## src/rtl/bp_pkg.sv

```systemverilog
// Shared types for the branch-predictor update path: index geometry, queued update record, scheduler states.
package bp_pkg;

  localparam int BP_ENTRIES = 8;
  localparam int BP_IDXW    = $clog2(BP_ENTRIES);

  typedef struct packed {
    logic [BP_IDXW-1:0] idx;
    logic               taken;
    logic [15:0]        target;
    logic               mispred;
  } bp_upd_t;

  typedef enum logic {
    CLEAR,
    RUN
  } bp_sched_state_e;

endpackage

```

## src/rtl/bp_upd_fifo.sv

```systemverilog
// Update queue: DEPTH-entry FIFO of bp_upd_t, head readable the cycle after a push (no bypass).
// Backpressure: a push into a full FIFO without a same-cycle pop is dropped and flagged by assertion.
module bp_upd_fifo
  import bp_pkg::*;
#(
  parameter int DEPTH = 4
) (
  input  logic                     clk,
  input  logic                     rst,
  input  logic                     clear,
  input  logic                     push,
  input  bp_upd_t                  push_dat,
  input  logic                     pop,
  output bp_upd_t                  head,
  output logic [$clog2(DEPTH):0]   count,
  output logic                     full,
  output logic                     empty
);

  localparam int PW = $clog2(DEPTH);
  localparam logic [PW:0] FULL_CNT = (PW+1)'(DEPTH);

  bp_upd_t        mem [DEPTH];
  logic [PW-1:0]  wr_ptr;
  logic [PW-1:0]  rd_ptr;
  logic           do_push;
  logic           do_pop;

  assign empty   = (count == '0);
  assign full    = (count == FULL_CNT);
  assign do_pop  = pop & ~empty;
  // A pop frees the slot in the same edge, so push-at-full is legal only alongside a pop.
  assign do_push = push & (~full | do_pop);
  assign head    = mem[rd_ptr];

  always_ff @(posedge clk) begin
    if (rst || clear) begin
      wr_ptr <= '0;
      rd_ptr <= '0;
      count  <= '0;
    end else begin
      if (do_push) wr_ptr <= wr_ptr + 1'b1;
      if (do_pop)  rd_ptr <= rd_ptr + 1'b1;
      case ({do_push, do_pop})
        2'b10:   count <= count + 1'b1;
        2'b01:   count <= count - 1'b1;
        default: count <= count;
      endcase
    end
  end

  always_ff @(posedge clk) begin
    if (!rst && !clear && do_push) mem[wr_ptr] <= push_dat;
  end

  overflow_push: assert property (@(posedge clk) disable iff (rst || clear)
                                  !(push && full && !pop));

endmodule

```

## src/rtl/bp_update_scheduler.sv

```systemverilog
// Queues resolved-branch predictor updates and issues them on idle predictor-port cycles; sweeps-clears after reset/flush.
// Issue is same-cycle from the FIFO head; fetch_hold stalls fetch when full. BP_SCHED_PERF_EN adds perf counters.
module bp_update_scheduler
  import bp_pkg::*;
#(
  parameter int DEPTH   = 4,
  parameter int ENTRIES = BP_ENTRIES
) (
  input  logic               clk,
  input  logic               rst,
  input  logic               res_valid,
  input  logic [3:0]         res_pc,
  input  logic               res_taken,
  input  logic [15:0]        res_target,
  input  logic               res_mispred,
  input  logic               fetch_rd,
  input  logic               flush_req,
  output logic               upd_en,
  output logic [BP_IDXW-1:0] upd_idx,
  output logic               upd_taken,
  output logic [15:0]        upd_target,
  output logic               upd_bht,
  output logic               clr,
  output logic               fetch_hold,
  output logic               busy
`ifdef BP_SCHED_PERF_EN
  ,
  output logic [15:0]        perf_issued,
  output logic [15:0]        perf_hold
`endif
);

  localparam int CW = $clog2(DEPTH) + 1;
  localparam logic [CW-1:0]      FULL_CNT  = CW'(DEPTH);
  localparam logic [CW-1:0]      HOLD_LOW  = CW'(DEPTH - 1);
  localparam logic [BP_IDXW-1:0] LAST_IDX  = BP_IDXW'(ENTRIES - 1);

  bp_sched_state_e     state;
  logic [BP_IDXW-1:0]  sweep_idx;
  bp_upd_t             push_dat;
  bp_upd_t             head;
  logic [CW-1:0]       count;
  logic [CW-1:0]       cnt_nxt;
  logic                full;
  logic                empty;
  logic                in_run;
  logic                push;
  logic                push_acc;
  logic                issue;
  logic                fifo_clear;
  logic                unused_pc_lsb;

  assign unused_pc_lsb = res_pc[0];

  assign in_run     = (state == RUN);
  assign push       = in_run & res_valid;
  assign fifo_clear = in_run & flush_req;
  assign issue      = ~rst & in_run & ~empty & (~fetch_rd | fetch_hold);
  assign push_acc   = push & (~full | issue);
  assign cnt_nxt    = count + CW'(push_acc) - CW'(issue);

  assign push_dat = '{idx: res_pc[3:1], taken: res_taken, target: res_target, mispred: res_mispred};

  bp_upd_fifo #(.DEPTH(DEPTH)) u_fifo (
    .clk      (clk),
    .rst      (rst),
    .clear    (fifo_clear),
    .push     (push),
    .push_dat (push_dat),
    .pop      (issue),
    .head     (head),
    .count    (count),
    .full     (full),
    .empty    (empty)
  );

  // Clear writes own the port outright during CLEAR; otherwise only a real issue drives it.
  always_comb begin
    upd_en     = 1'b0;
    clr        = 1'b0;
    upd_idx    = '0;
    upd_taken  = 1'b0;
    upd_target = '0;
    upd_bht    = 1'b0;
    if (!rst) begin
      if (state == CLEAR) begin
        upd_en  = 1'b1;
        clr     = 1'b1;
        upd_idx = sweep_idx;
      end else if (issue) begin
        upd_en     = 1'b1;
        upd_idx    = head.idx;
        upd_taken  = head.taken;
        upd_target = head.target;
        upd_bht    = head.mispred;
      end
    end
  end

  assign busy = rst | ~in_run | (count != '0);

  always_ff @(posedge clk) begin
    if (rst) begin
      state      <= CLEAR;
      sweep_idx  <= '0;
      fetch_hold <= 1'b1;
    end else begin
      case (state)
        CLEAR: begin
          fetch_hold <= 1'b1;
          if (flush_req) begin
            sweep_idx <= '0;
          end else if (sweep_idx == LAST_IDX) begin
            state      <= RUN;
            sweep_idx  <= '0;
            fetch_hold <= 1'b0;
          end else begin
            sweep_idx <= sweep_idx + 1'b1;
          end
        end
        RUN: begin
          if (flush_req) begin
            state      <= CLEAR;
            sweep_idx  <= '0;
            fetch_hold <= 1'b1;
          end else if (cnt_nxt == FULL_CNT) begin
            fetch_hold <= 1'b1;
          end else if (cnt_nxt < HOLD_LOW) begin
            fetch_hold <= 1'b0;
          end
        end
        default: begin
          state      <= CLEAR;
          sweep_idx  <= '0;
          fetch_hold <= 1'b1;
        end
      endcase
    end
  end

`ifdef BP_SCHED_PERF_EN
  always_ff @(posedge clk) begin
    if (rst) begin
      perf_issued <= '0;
      perf_hold   <= '0;
    end else begin
      if (upd_en && !clr && perf_issued != 16'hFFFF) perf_issued <= perf_issued + 1'b1;
      if (fetch_hold && in_run && perf_hold != 16'hFFFF) perf_hold <= perf_hold + 1'b1;
    end
  end
`endif

endmodule

```

## config.mk

```make
export PLATFORM = sky130hd
export DESIGN_NAME = bp_update_scheduler
export DESIGN_NICKNAME = d
export VERILOG_FILES = /design/src/rtl/bp_pkg.sv /design/src/rtl/bp_upd_fifo.sv /design/src/rtl/bp_update_scheduler.sv
export SDC_FILE = /design/constraint.sdc
export NUM_CORES = 1
export LEC_CHECK = 0
export ABC_AREA = 1
export CORE_ASPECT_RATIO = 0.9
export CORE_MARGIN = 1
export CORE_UTILIZATION = 50
export DETAILED_ROUTE_END_ITERATION = 10
export GPL_TIMING_DRIVEN = 0
export HOLD_SLACK_MARGIN = 0.06
export PLACE_DENSITY_LB_ADDON = 0.05
export RECOVER_POWER = 100
export SETUP_SLACK_MARGIN = 0.05
export SYNTH_ARGS = -nofsm -noshare
export SYNTH_HDL_FRONTEND = slang
export SYNTH_SLANG_ARGS = --single-unit
```

## constraint.sdc

```tcl
create_clock -name clk -period 6.77 [get_ports clk]
set_clock_uncertainty 0.2 [all_clocks]
set_input_delay 1.0155 -clock clk [delete_from_list [all_inputs] [get_ports clk]]
set_output_delay 1.0155 -clock clk [all_outputs]
set_load 0.01 [all_outputs]
```

==> results of run 1 <==
-- registers in the layout, summed over array words and instances, names as in the netlist, named ones only --
register and count:
fetch_hold 1, in_run 1, sweep_idx 3, u_fifo.count 3, u_fifo.mem 84, u_fifo.rd_ptr 2, u_fifo.wr_ptr 2
-- cells in the mapped netlist --
| cell type | instances |
|---|---|
| buf_6 | 1 |
| o21ai_1 | 2 |
| o21ai_0 | 44 |
| clkbuf_1 | 8 |
| inv_4 | 1 |
| o21a_1 | 1 |
| ha_1 | 9 |
| o22ai_1 | 3 |
| inv_2 | 2 |
| edfxtp_1 | 84 |
| or2_2 | 2 |
| a211oi_1 | 1 |
| nor2_1 | 90 |
| inv_1 | 24 |
| buf_2 | 5 |
| nand2_1 | 39 |
| nor2_4 | 1 |
| nand2_4 | 1 |
| dfxtp_1 | 14 |
| a21oi_1 | 20 |
| nor3_1 | 1 |
| nand3_1 | 6 |
| fa_1 | 2 |
| nor2_8 | 1 |
| a21oi_2 | 10 |
| nor3_4 | 1 |
-- cell families after synthesis --
family / synth area share, %
AO/OA/AOI/OAI: 10.8
buffers and inverters: 4.08
adder cells (fa/ha/maj): 3.66
flip-flops: 67.2
AND/OR/NAND/NOR: 14.2
-- power breakdown --
part	switching (µW)	internal, µW
clock	195	207
combinational	11.2	12.9
sequential	0.536	654
-- path summary, 6_finish.rpt --
check / startpoint / end / slack (ns) / cells after the start
setup / recovery: rst / upd_target[11] / 1.67 / 8
hold / removal: u_fifo.rd_ptr[1] / u_fifo.rd_ptr[1] / 0.28 / 2
setup reg to reg: in_run / u_fifo.mem[1][6] / 3.52 / 7
hold reg to reg: u_fifo.rd_ptr[1] / u_fifo.rd_ptr[1] / 0.28 / 2
-- area by class of cell --
| class | count | area [µm²] |
|---|---|---|
| repair buffers | 54 | 515 |
| plain buffers | 14 | 58.8 |
| clock buffers | 9 | 124 |
| multi-input cells | 234 | 1150 |
| flip-flops and latches | 98 | 2800 |
| inverters | 27 | 104 |
| clock inverters | 6 | 90.1 |
| fillers | 683 | 3100 |
| well taps | 99 | 124 |
-- layer usage --
layer	track usage, %	routed length [µm]	up-vias
met2	34.1	4050	53
li1	-	-	1400
met1	25.0	3650	1313
met4	7.33	46	0
met3	5.21	358	5
met5	0	0	-
-- through the flow --
| step | std cells | area (µm²) |
|---|---|---|
| global route | 541 | 4970 |
| floorplan | 373 | 4170 |
| CTS | 541 | 5100 |
| global placement | 522 | 4790 |
| finish | 541 | 4970 |
| detailed placement | 526 | 4890 |
-- tightest hold or removal path, delay by kind of cell, from the launching register on --
kind | cells | cell delay, ns
compound gates | 1 | 0.07
flops | 1 | 0.32
buf+inv | 1 | 0.05
==> flow_summary_export.csv, run 1 <==
group,metric,value,unit
run_status,outcome,"finished with violations",
worst_setup_path,crit_path_max_fanout,10,
timing,setup-violations-final,0,
finish,final_common_cell,"nor2_1",
finish,antenna_cells,0,
floorplanning,std_cell_rows,31,
clock_tree,post_cts_resize_count,0,
worst_setup_path,critical-path-max-stage-delay,0.63,ns
floorplanning,die_width,98.2,µm
floorplanning,dieArea,0.00871,mm²
floorplanning,die_h,88.6,µm
placed_design,portBuffers,50,
timing,rsz0062_at_grt,"no",
worst_setup_path,path_buf_inv,4,
routing,firstDrtPassIters,7,
global_route,grt_usage,20.0,%
logic_synthesis,mappedNetlistArea,0.00417,mm²
global_route,grt_max_degree,17,
logic_synthesis,syn_nets,411,
logic_synthesis,synth_top_area_cell,"edfxtp_1",
job,maxCapViolations,0,
global_route,overflow,0,
power_and_ir_drop,peakVddDrop,115,µV
power_and_ir_drop,power_density,218,mW/mm²
logic_synthesis,ys_ff_latch,98,
timing,fmaxAchievable,196,MHz
worst_setup_path,worstPathArrival,3.89,ns
routing,wire_per_inst,15.0,µm
run_status,failed_checks,"design-rule violations",
clock_tree,cts_buffers,9,
placed_design,gp_congestion,0.736,
global_route,grt_pass1_wl,12800,µm
logic_synthesis,yosysSeqAreaShare,67.2,%
placed_design,post-dp-hpwl,5370,µm
floorplanning,core,0.00807,mm²
routing,vias,2771,
routing,drtIter0Drc,95,
power_and_ir_drop,power_leakage,0.00181,µW
clock_tree,cts_tree,"built",
routing,wl,8100,µm
clock_tree,worstSkewPairLatency,0.36,ns
timing,hold_viol,0,
logic_synthesis,synth_warnings,0,
timing,setup_slack,1.67,ns
routing,antenna_left,0,
logic_synthesis,netlist_instances,373,
timing,finalCriticalPeriod,5.10,ns
worst_setup_path,path_class,"input pin to output pin",
worst_setup_path,worstPathRequired,5.55,ns
worst_setup_path,cpLargestDelayFamily,"buffers and inverters",
worst_setup_path,end_kind,"output pin",
finish,fin_nets,476,
placed_design,place_ws,2.54,ns
worst_setup_path,cp_cell_sequence,"dlygate4sd3_1, nor2_1, nand2_4, nor2_1, inv_4, clkbuf_1, a21oi_2, dlygate4sd3_1",
clock_tree,hold_buffers,0,
logic_synthesis,yosysTopAreaCellShare,60.5,%
hold_path,holdCritPathClass,"flip-flop to flip-flop",
power_and_ir_drop,finalPower,1080,µW
timing,relSlewSlack,31.3,%
timing,hold_ws,0.283,ns
logic_synthesis,synth_area_per_cell,11.2,µm²
floorplanning,io_pins,52,
clock_tree,clock_sinks,98,
clock_tree,htree_levels,3,
clock_tree,cts_setup_buffers,0,
routing,avgViaCountPerCell,5.12,
floorplanning,start_util,51.7,%
timing,worst_pin_slew,1.03,ns
finish,layout_common_cells,"nor2_1, edfxtp_1, o21ai_0",
worst_setup_path,startpoint_type,"input pin",
worst_setup_path,slowest_stage,"dlygate4sd3_1",
global_route,grt_pass1_vias,2673,
global_route,antenna_found_initial,0,
clock_tree,clock_path_buffers,2,
finish,fin_util,61.6,%
routing,drcViolationCount,2,
clock_tree,clk_pin_slew_worst_paths,0.09,ns
logic_synthesis,post_synth_num_cell_types,26,
timing,period_share,75.4,%
finish,area_growth,19.2,%
finish,final_layout_size_suffix_gt1_share,7.01,%
timing,finalSetupTns,0,ns
logic_synthesis,synth_area_leaders,"edfxtp_1, nor2_1, dfxtp_1",
timing,slew_viol_final,0,
clock_tree,clockRootBuffer,"clkbuf_8",
Power figures use the tool's default switching activity.
==> run 2, diff against run 1 <==
Clock period 6.77 ns to 5.3 ns, I/O delays scaled along.
==> flow_summary_export.csv, run 2 (same netlist as run 1, synthesis figures left out) <==
group,metric,value,unit
worst_setup_path,critical-path-max-stage-delay,0.62,ns
worst_setup_path,startpoint_type,"input pin",
floorplanning,die_width,98.2,µm
timing,slew_viol_final,0,
clock_tree,worstSkewPairLatency,0.35,ns
clock_tree,clk_pin_slew_worst_paths,0.09,ns
worst_setup_path,worstReg2RegEnd,"u_fifo.mem[1][17]",
power_and_ir_drop,power_density,276,mW/mm²
clock_tree,clock_path_buffers,2,
finish,final_layout_size_suffix_gt1_share,8.37,%
floorplanning,io_pins,52,
global_route,grt_pass1_vias,2673,
clock_tree,cts_setup_buffers,0,
clock_tree,clockRootBuffer,"clkbuf_8",
timing,hold_viol,0,
routing,wire_per_inst,15.0,µm
power_and_ir_drop,peakVddDrop,147,µV
global_route,antenna_found_initial,0,
clock_tree,hold_buffers,0,
hold_path,hp-start,"u_fifo.rd_ptr[1]",
worst_setup_path,slowest_stage,"dlygate4sd3_1",
clock_tree,htree_levels,3,
hold_path,hold_end,"u_fifo.rd_ptr[1]",
clock_tree,clock_sinks,98,
placed_design,gp_congestion,0.736,
floorplanning,dieArea,0.00871,mm²
finish,final_common_cell,"nor2_1",
worst_setup_path,path_class,"input pin to output pin",
timing,relSlewSlack,31.8,%
worst_setup_path,path_buf_inv,4,
worst_setup_path,end_kind,"output pin",
worst_setup_path,worstPathArrival,3.40,ns
finish,largest_reg_flops,84,
timing,fmaxAchievable,227,MHz
floorplanning,core,0.00807,mm²
floorplanning,start_util,51.7,%
hold_path,whs_path_depth,2,
run_status,failed_checks,"design-rule violations",
routing,firstDrtPassIters,9,
worst_setup_path,cp_cell_sequence,"dlygate4sd3_1, nor2_1, nand2_4, nor2_1, inv_4, buf_6, a21oi_2, clkdlybuf4s50_1",
job,maxCapViolations,0,
finish,antenna_cells,0,
global_route,grt_pass1_wl,12800,µm
floorplanning,die_h,88.6,µm
worst_setup_path,reg2reg_depth,7,
finish,fin_nets,476,
timing,finalCriticalPeriod,4.40,ns
global_route,grt_max_degree,17,
routing,vias,2760,
finish,layout_common_cells,"nor2_1, edfxtp_1, o21ai_0",
worst_setup_path,timing.rr.start,"in_run",
power_and_ir_drop,finalPower,1380,µW
clock_tree,cts_tree,"built",
placed_design,portBuffers,50,
global_route,overflow,0,
finish,area_growth,19.8,%
timing,setup-violations-final,0,
worst_setup_path,path_common_cell,"nor2_1",
timing,rsz0062_at_grt,"no",
timing,finalSetupTns,0,ns
finish,fin_util,61.9,%
finish,largestRegisters,"u_fifo.mem: 84 flops, sweep_idx: 3 flops, u_fifo.count: 3 flops",
worst_setup_path,r2r_slack,2.03,ns
routing,avgViaCountPerCell,5.10,
worst_setup_path,worstPathRequired,4.30,ns
timing,period_share,82.9,%
power_and_ir_drop,power_leakage,0.00180,µW
worst_setup_path,cpLargestDelayFamily,"buffers and inverters",
floorplanning,std_cell_rows,31,
clock_tree,cts_buffers,9,
hold_path,holdCritPathClass,"flip-flop to flip-flop",
routing,antenna_left,0,
clock_tree,post_cts_resize_count,0,
routing,drcViolationCount,1,
global_route,grt_usage,20.0,%
run_status,outcome,"finished with violations",
worst_setup_path,crit_path_max_fanout,10,
routing,drtIter0Drc,142,
timing,worst_pin_slew,1.02,ns
finish,max_flop_register,"u_fifo.mem",
routing,wl,8130,µm
placed_design,post-dp-hpwl,5370,µm
run 2: cell types whose count changed in the layout (fill, tap and decap cells not counted):
cell,before,now
clkbuf_1,13,12
clkdlybuf4s50_1,10,14
a21oi_2,4,9
dlygate4sd3_1,40,36
a21oi_1,26,21
buf_6,0,1
run 2: worst max path at each step:
stage	startpoint	to	slack, ns	cells past startpoint
after floorplan	rst	u_fifo.mem[0][0]	2.35	5
after global placement	rst	u_fifo.mem[1][7]	0.82	6
after detailed placement	rst	upd_target[9]	1.51	8
after CTS	rst	upd_target[9]	1.51	8
after global routing	rst	upd_target[9]	0.75	8
final	rst	upd_target[9]	0.90	8
run 2: worst min-delay path: cells and delay by family, from the launching register on:
kind | cells | cell delay [ns]
DFF | 1 | 0.32
AOI/OAI and AO/OA | 1 | 0.07
buffers and inverters | 1 | 0.05
run 2: area by class of cell:
type                            instances  area, µm²
Clock inverter                          6       90.1
Tap cell                               99        124
Fill cell                             676       3070
Multi-Input combinational cell        234       1170
Timing Repair Buffer                   54        515
Inverter                               27        104
Clock buffer                            9        124
Sequential cell                        98       2800
Buffer                                 14       66.3
run 2: routing by layer:
metal / vias up / track usage (%) / share of wire [%]
li1: 1400 / - / -
met5: - / 0 / 0
met1: 1286 / 25.0 / 44
met4: 0 / 7.33 / 0.95
met3: 10 / 5.21 / 5.5
met2: 64 / 34.1 / 49
run 2: power by group:
group	total [µW]	switching (µW)	leakage, µW	internal (µW)
Sequential	836	0.684	0.000868	835
Clock	514	249	0.000106	265
Combinational	30.8	14.2	0.000823	16.5
Total	1380	264	0.00180	1120
run 2: per-stage QoR:
stage          worst slack (ns)  area [µm²]  hold slack, ns  instances
5_1_grt                   0.750        4990           0.316        541
3_5_place_dp               1.51        4890           0.278        526
2_1_floorplan              2.35        4170           0.233        373
6_report                  0.904        4990           0.286        541
4_1_cts                    1.51        5100           0.291        541
3_3_place_gp              0.825        4790           0.252        522
==> variant 1 (config.mk and constraints of run 1) <==
`DEPTH` is set to 4 in 2 places; all go to 2.
--- a/src/rtl/bp_upd_fifo.sv
+++ b/src/rtl/bp_upd_fifo.sv
@@ -5,3 +5,3 @@
 #(
-  parameter int DEPTH = 4
+  parameter int DEPTH = 2
 ) (
--- a/src/rtl/bp_update_scheduler.sv
+++ b/src/rtl/bp_update_scheduler.sv
@@ -5,3 +5,3 @@
 #(
-  parameter int DEPTH   = 4,
+  parameter int DEPTH   = 2,
   parameter int ENTRIES = BP_ENTRIES
Formal check against the unedited RTL: same outputs for any inputs over 10 cycles, from zero or initial values and one cycle with rst high; that may be too few to reach the edited logic, so the function may still have changed.
==> variant 1 against run 1 <==
Critical path depth decreased by 2; sequential cell count decreased by 46; final area decreased by 43%; first-iteration DRC count shrank 33%; power is 47% lower; global-route usage is 0.52 points lower; maximum frequency rose by 13%; synthesized area down 48%; register-to-register slack worse by 0.35 ns; the flow finishes with violations (capacitance limit); worst setup slack improved by 0.59 ns; largest cell class unchanged; wire length is 51% lower.
==> variant 1: results <==
group,metric,value,unit
status,status,"finished with violations",
status,violations,"capacitance limit",
cts,clk_path_buf_depth,2,
setup_path,ff2ff_path_depth,7,
placement,placed_area,2760,sq um
cts,cts_root_buffer,"clkbuf_8",
cts,htreeDepth,2,
yosys,synth_edf_count,42,
setup_path,crit_slowest_cell,"dlygate4sd3_1",
sta,timing.slew.headroom,0.00276,
grt,antenna_found_initial,0,
yosys,synth_cell_types,23,
finish,layout.nets,268,
detailed_routing,wire_per_inst,13.8,um
yosys,synthArstFlopShare,0,
cts,cts.repair.resized,0,
placement,place_congestion,0.836,
finish,fill_cells,312,
setup_path,r2r_end,"u_fifo.mem[1][7]$_DFFE_PP_",
yosys,ys_warn_count,0,
placement,place_ws,2.74,ns
cts,clkTransAtPathRegs,0.09,ns
setup_path,worstPathMaxFanout,10,
job,maxCapViolations,1,
pwr,peakVddDrop,0.177,mV
cts,cts_inserted_buffers,5,
cts,clk_latency,0.30,ns
min_path,holdCritStartpoint,"u_fifo.wr_ptr$_SDFFE_PP0P_",
placement,port-buffer-count,50,
sta,setup-violations-final,0,
yosys,seq_area_frac_synth,0.674,
min_path,holdPathEnd,"u_fifo.wr_ptr$_SDFFE_PP0P_",
yosys,synth.top_cells.by_count,"42 x edfxtp_1, 27 x nand2_1, 26 x nor2_1, 18 x mux2i_1, 11 x inv_1",
finish,n_antenna_cell,0,
finish,reg_top3,"u_fifo.mem (42), sweep_idx (3), u_fifo.count (2)",
cts,cts_setup_buffers,0,
detailed_routing,drtPass1Iterations,4,
placement,place.detailed.hpwl,2920,um
finish,drive_gt1_frac,0.0798,
grt,grtUsageTotal,0.195,
yosys,synth_fp_nets,209,
min_path,whs_path_depth,2,
setup_path,r2r_slack,3.17,ns
grt,grt_first_pass_wirelength,6660,um
setup_path,critPathTopFamily,"buffers and inverters",
detailed_routing,via_per_inst,5.20,
detailed_routing,drtIter0Drc,64,
min_path,hold_class,"flip-flop to flip-flop",
grt,grt_pass1_vias,1534,
setup_path,arrival,3.30,ns
grt,grt_max_degree,17,
pwr,p_leak,0.00109,uW
yosys,yosys-top-cells-area,"edfxtp_1 58%, dfxtp_1 9.2%, mux2i_1 8.3%",
grt,grt-ovfl-total,0,
setup_path,r2r_start,"in_run$_SDFF_PP0_",
setup_path,cpPeakStageDelay,0.62,ns
## variant 1: logic make-up after synthesis
group / synth area share
and+or+nand+nor: 0.141
xor gates and xnor gates: 0.00404
adders and majority gates: 0.0231
AOI/OAI and AO/OA: 0.0375
buffers and inverters: 0.0375
DFF: 0.674
muxes: 0.0831
## variant 1: cell type report
class / instances / area, sq um / area share
flip-flops and latches: 52 / 1460 / 0.517
multi-input cells: 106 / 606 / 0.214
repair buffers: 52 / 508 / 0.180
clock buffers: 5 / 68.8 / 0.0244
well taps: 48 / 60.1 / 0.0213
inverters: 15 / 56.3 / 0.0199
clock inverters: 3 / 42.5 / 0.0151
plain buffers: 5 / 22.5 / 0.00797
## variant 1: stage by stage
step	instances	power [uW]	hold WS, ns	utilization
3_5_place_dp	278	376	0.262	0.669
4_1_cts	286	579	0.275	0.696
6_report	286	572	0.279	0.684
5_1_grt	286	589	0.327	0.684
3_3_place_gp	276	375	0.246	0.661
2_1_floorplan	178	357	0.237	-
## variant 1: power by group
part           internal, uW  switching (uW)  total, uW
registers               345           0.601        345
logic                  12.5            7.62       20.1
clock network           109            97.6        207
## variant 1: how the worst max path moves through the flow
stage | start | endpoint | slack, ns
3_5_place_dp | rst | upd_target[10] | 2.74
2_1_floorplan | rst | u_fifo.mem[1][0]$_DFFE_PP_ | 3.07
3_3_place_gp | rst | u_fifo.mem[1][2]$_DFFE_PP_ | 1.82
5_1_grt | rst | u_fifo.mem[1][9]$_DFFE_PP_ | 1.92
4_1_cts | rst | upd_target[10] | 2.74
6_report | rst | upd_target[10] | 2.26
## variant 1: layer usage
| layer | routed length (um) | GRT usage |
|---|---|---|
| met5 | 0 | 0 |
| met4 | 85 | 0.0900 |
| met3 | 173 | 0.0560 |
| met2 | 2040 | 0.336 |
| met1 | 1660 | 0.224 |
==> variant 2 (flow settings as in run 1) <==
Made on the original files. Register the output `upd_target`, cleared by the reset; this adds one clock of latency there. The other outputs are not delayed to match.
--- a/src/rtl/bp_update_scheduler.sv
+++ b/src/rtl/bp_update_scheduler.sv
@@ -36,2 +36,4 @@
   localparam logic [BP_IDXW-1:0] LAST_IDX  = BP_IDXW'(ENTRIES - 1);
+
+  logic [15:0] upd_target_d;
 
@@ -82,3 +84,3 @@
     upd_taken  = 1'b0;
-    upd_target = '0;
+    upd_target_d = '0;
     upd_bht    = 1'b0;
@@ -93,3 +95,3 @@
         upd_taken  = head.taken;
-        upd_target = head.target;
+        upd_target_d = head.target;
         upd_bht    = head.mispred;
@@ -152,2 +154,10 @@
 
+  always_ff @(posedge clk) begin
+    if (rst) begin
+      upd_target <= '0;
+    end else begin
+      upd_target <= upd_target_d;
+    end
+  end
+
 endmodule
Formal check against the unedited RTL: not equivalent (a bounded check fails within 10 cycles, from zero or initial values and one cycle with rst high).
==> variant 2 against run 1 <==
Worst setup slack gained 0.042 ns; global-route usage grew 1.7 points; critical path depth is the same; final area grew 14%; sequential share of layout area shrank 1.3 points; synthesized area grew 8.6%; wire length grew 15%; count of clock-buffer cells in the layout grew 17; sequential cell count grew 16; power grew 49%.
==> variant 2: results <==
group,metric,value,unit
finish,clk_share,0.0984,
yosys,synth.top_cells.by_count,"94 x nor2_1, 84 x edfxtp_1, 44 x o21ai_0, 37 x nand2_1, 30 x dfxtp_1",
pwr,p_comb_frac,0.015,
yosys,yosys-top-cells-area,"edfxtp_1 56%, dfxtp_1 13%, nor2_1 7.8%",
grt,grt-ovfl-total,0,
detailed_routing,drtPass1Iterations,4,
finish,fill_cells,687,
finish,drive_gt1_frac,0.103,
finish,buffers_excl_clock,70,
finish,layout.nets,498,
yosys,synth_cell_types,28,
cts,numClockSinks,114,
yosys,synth_xor_area_frac,0.00194,
placement,place_congestion,0.767,
sta,max_slew.worst_pin.slew,1.05,ns
grt,grtUsageTotal,0.216,
placement,place.detailed.hpwl,5910,um
pwr,power.switching,298,uW
finish,comb.multi_input.count,232,
placement,port-buffer-count,50,
yosys,seq_area_frac_synth,0.690,
finish,reg_top3,"u_fifo.mem (84), upd_target (16)",
cts,cts.repair.resized,0,
pwr,p_seq,751,uW
finish,multi_input_area_share,0.204,
grt,grt_first_pass_wirelength,14500,um
cts,htreeDepth,4,
yosys,synth_fp_nets,425,
setup_path,startpoint,"rst",
detailed_routing,drt_wl_total,9330,um
min_path,hold_class,"flip-flop to flip-flop",
detailed_routing,drtIter0Drc,113,
pwr,p_leak,0.00213,uW
setup_path,endpoint,"upd_bht",
detailed_routing,via_per_inst,5.03,
setup_path,r2r_end,"u_fifo.mem[2][10]$_DFFE_PP_",
finish,seq_share,0.551,
yosys,ys_warn_count,0,
setup_path,worstPathMaxFanout,10,
yosys,synth_fa_ha_area_frac,0.0310,
yosys,synth_compound_area_frac,0.103,
cts,clkTransAtPathRegs,0.05,ns
finish,n_all_inverters,26,
pwr,peakVddDrop,0.201,mV
cts,clk_latency,0.52,ns
cts,cts_inserted_buffers,17,
grt,grt_pass1_vias,2950,
finish,n_clock_buffer,26,
finish,buf_share,0.103,
status,status,"complete, no violations",
setup_path,r2r_slack,3.49,ns
[variant 2: worst min path at each step]
stage / start / endpoint / slack [ns] / cells past startpoint
after floorplan: sweep_idx[1]$_SDFFE_PP0P_ / sweep_idx[1]$_SDFFE_PP0P_ / 0.25 / 2
after global placement: sweep_idx[1]$_SDFFE_PP0P_ / sweep_idx[1]$_SDFFE_PP0P_ / 0.27 / 2
after detailed placement: sweep_idx[2]$_SDFFE_PP0P_ / sweep_idx[2]$_SDFFE_PP0P_ / 0.27 / 2
after CTS: sweep_idx[2]$_SDFFE_PP0P_ / sweep_idx[2]$_SDFFE_PP0P_ / 0.28 / 2
after global routing: sweep_idx[2]$_SDFFE_PP0P_ / sweep_idx[2]$_SDFFE_PP0P_ / 0.31 / 2
final: sweep_idx[2]$_SDFFE_PP0P_ / sweep_idx[2]$_SDFFE_PP0P_ / 0.28 / 2
[variant 2: worst max-delay path: stages]
cell	delay [ns]
dlygate4sd3_1	0.62
nor2_1	0.24
nand2_4	0.06
nor2_1	0.49
clkinv_1	0.19
clkbuf_1	0.37
a21oi_1	0.28
clkdlybuf4s50_1	0.57
[variant 2: kinds of logic (layout without fill, tap and decap cells)]
family          after synthesis  in the layout
simple gates                144            144
flops                       114            114
compound gates               77             77
buf+inv                      42            128
fa+ha+maj                    10             10
xor+xnor                      1              1
[variant 2: metrics by stage]
step                      area [sq um]  power [uW]  setup WS (ns)  cells
after floorplan                   4520         769           3.63    388
after global routing              5670        1650           1.42    593
after global placement            5170         791           2.21    557
after detailed placement          5240         792           2.62    561
after CTS                         5800        1620           2.62    593
final                             5670        1610           1.71    593
[variant 2: per-layer routing]
layer  vias up  GRT usage  share of wire
li1       1464          -              -
met3         9     0.0671          0.041
met2        70      0.359           0.50
met5         -          0              0
met1      1442      0.266           0.45
met4         0     0.0750          0.011
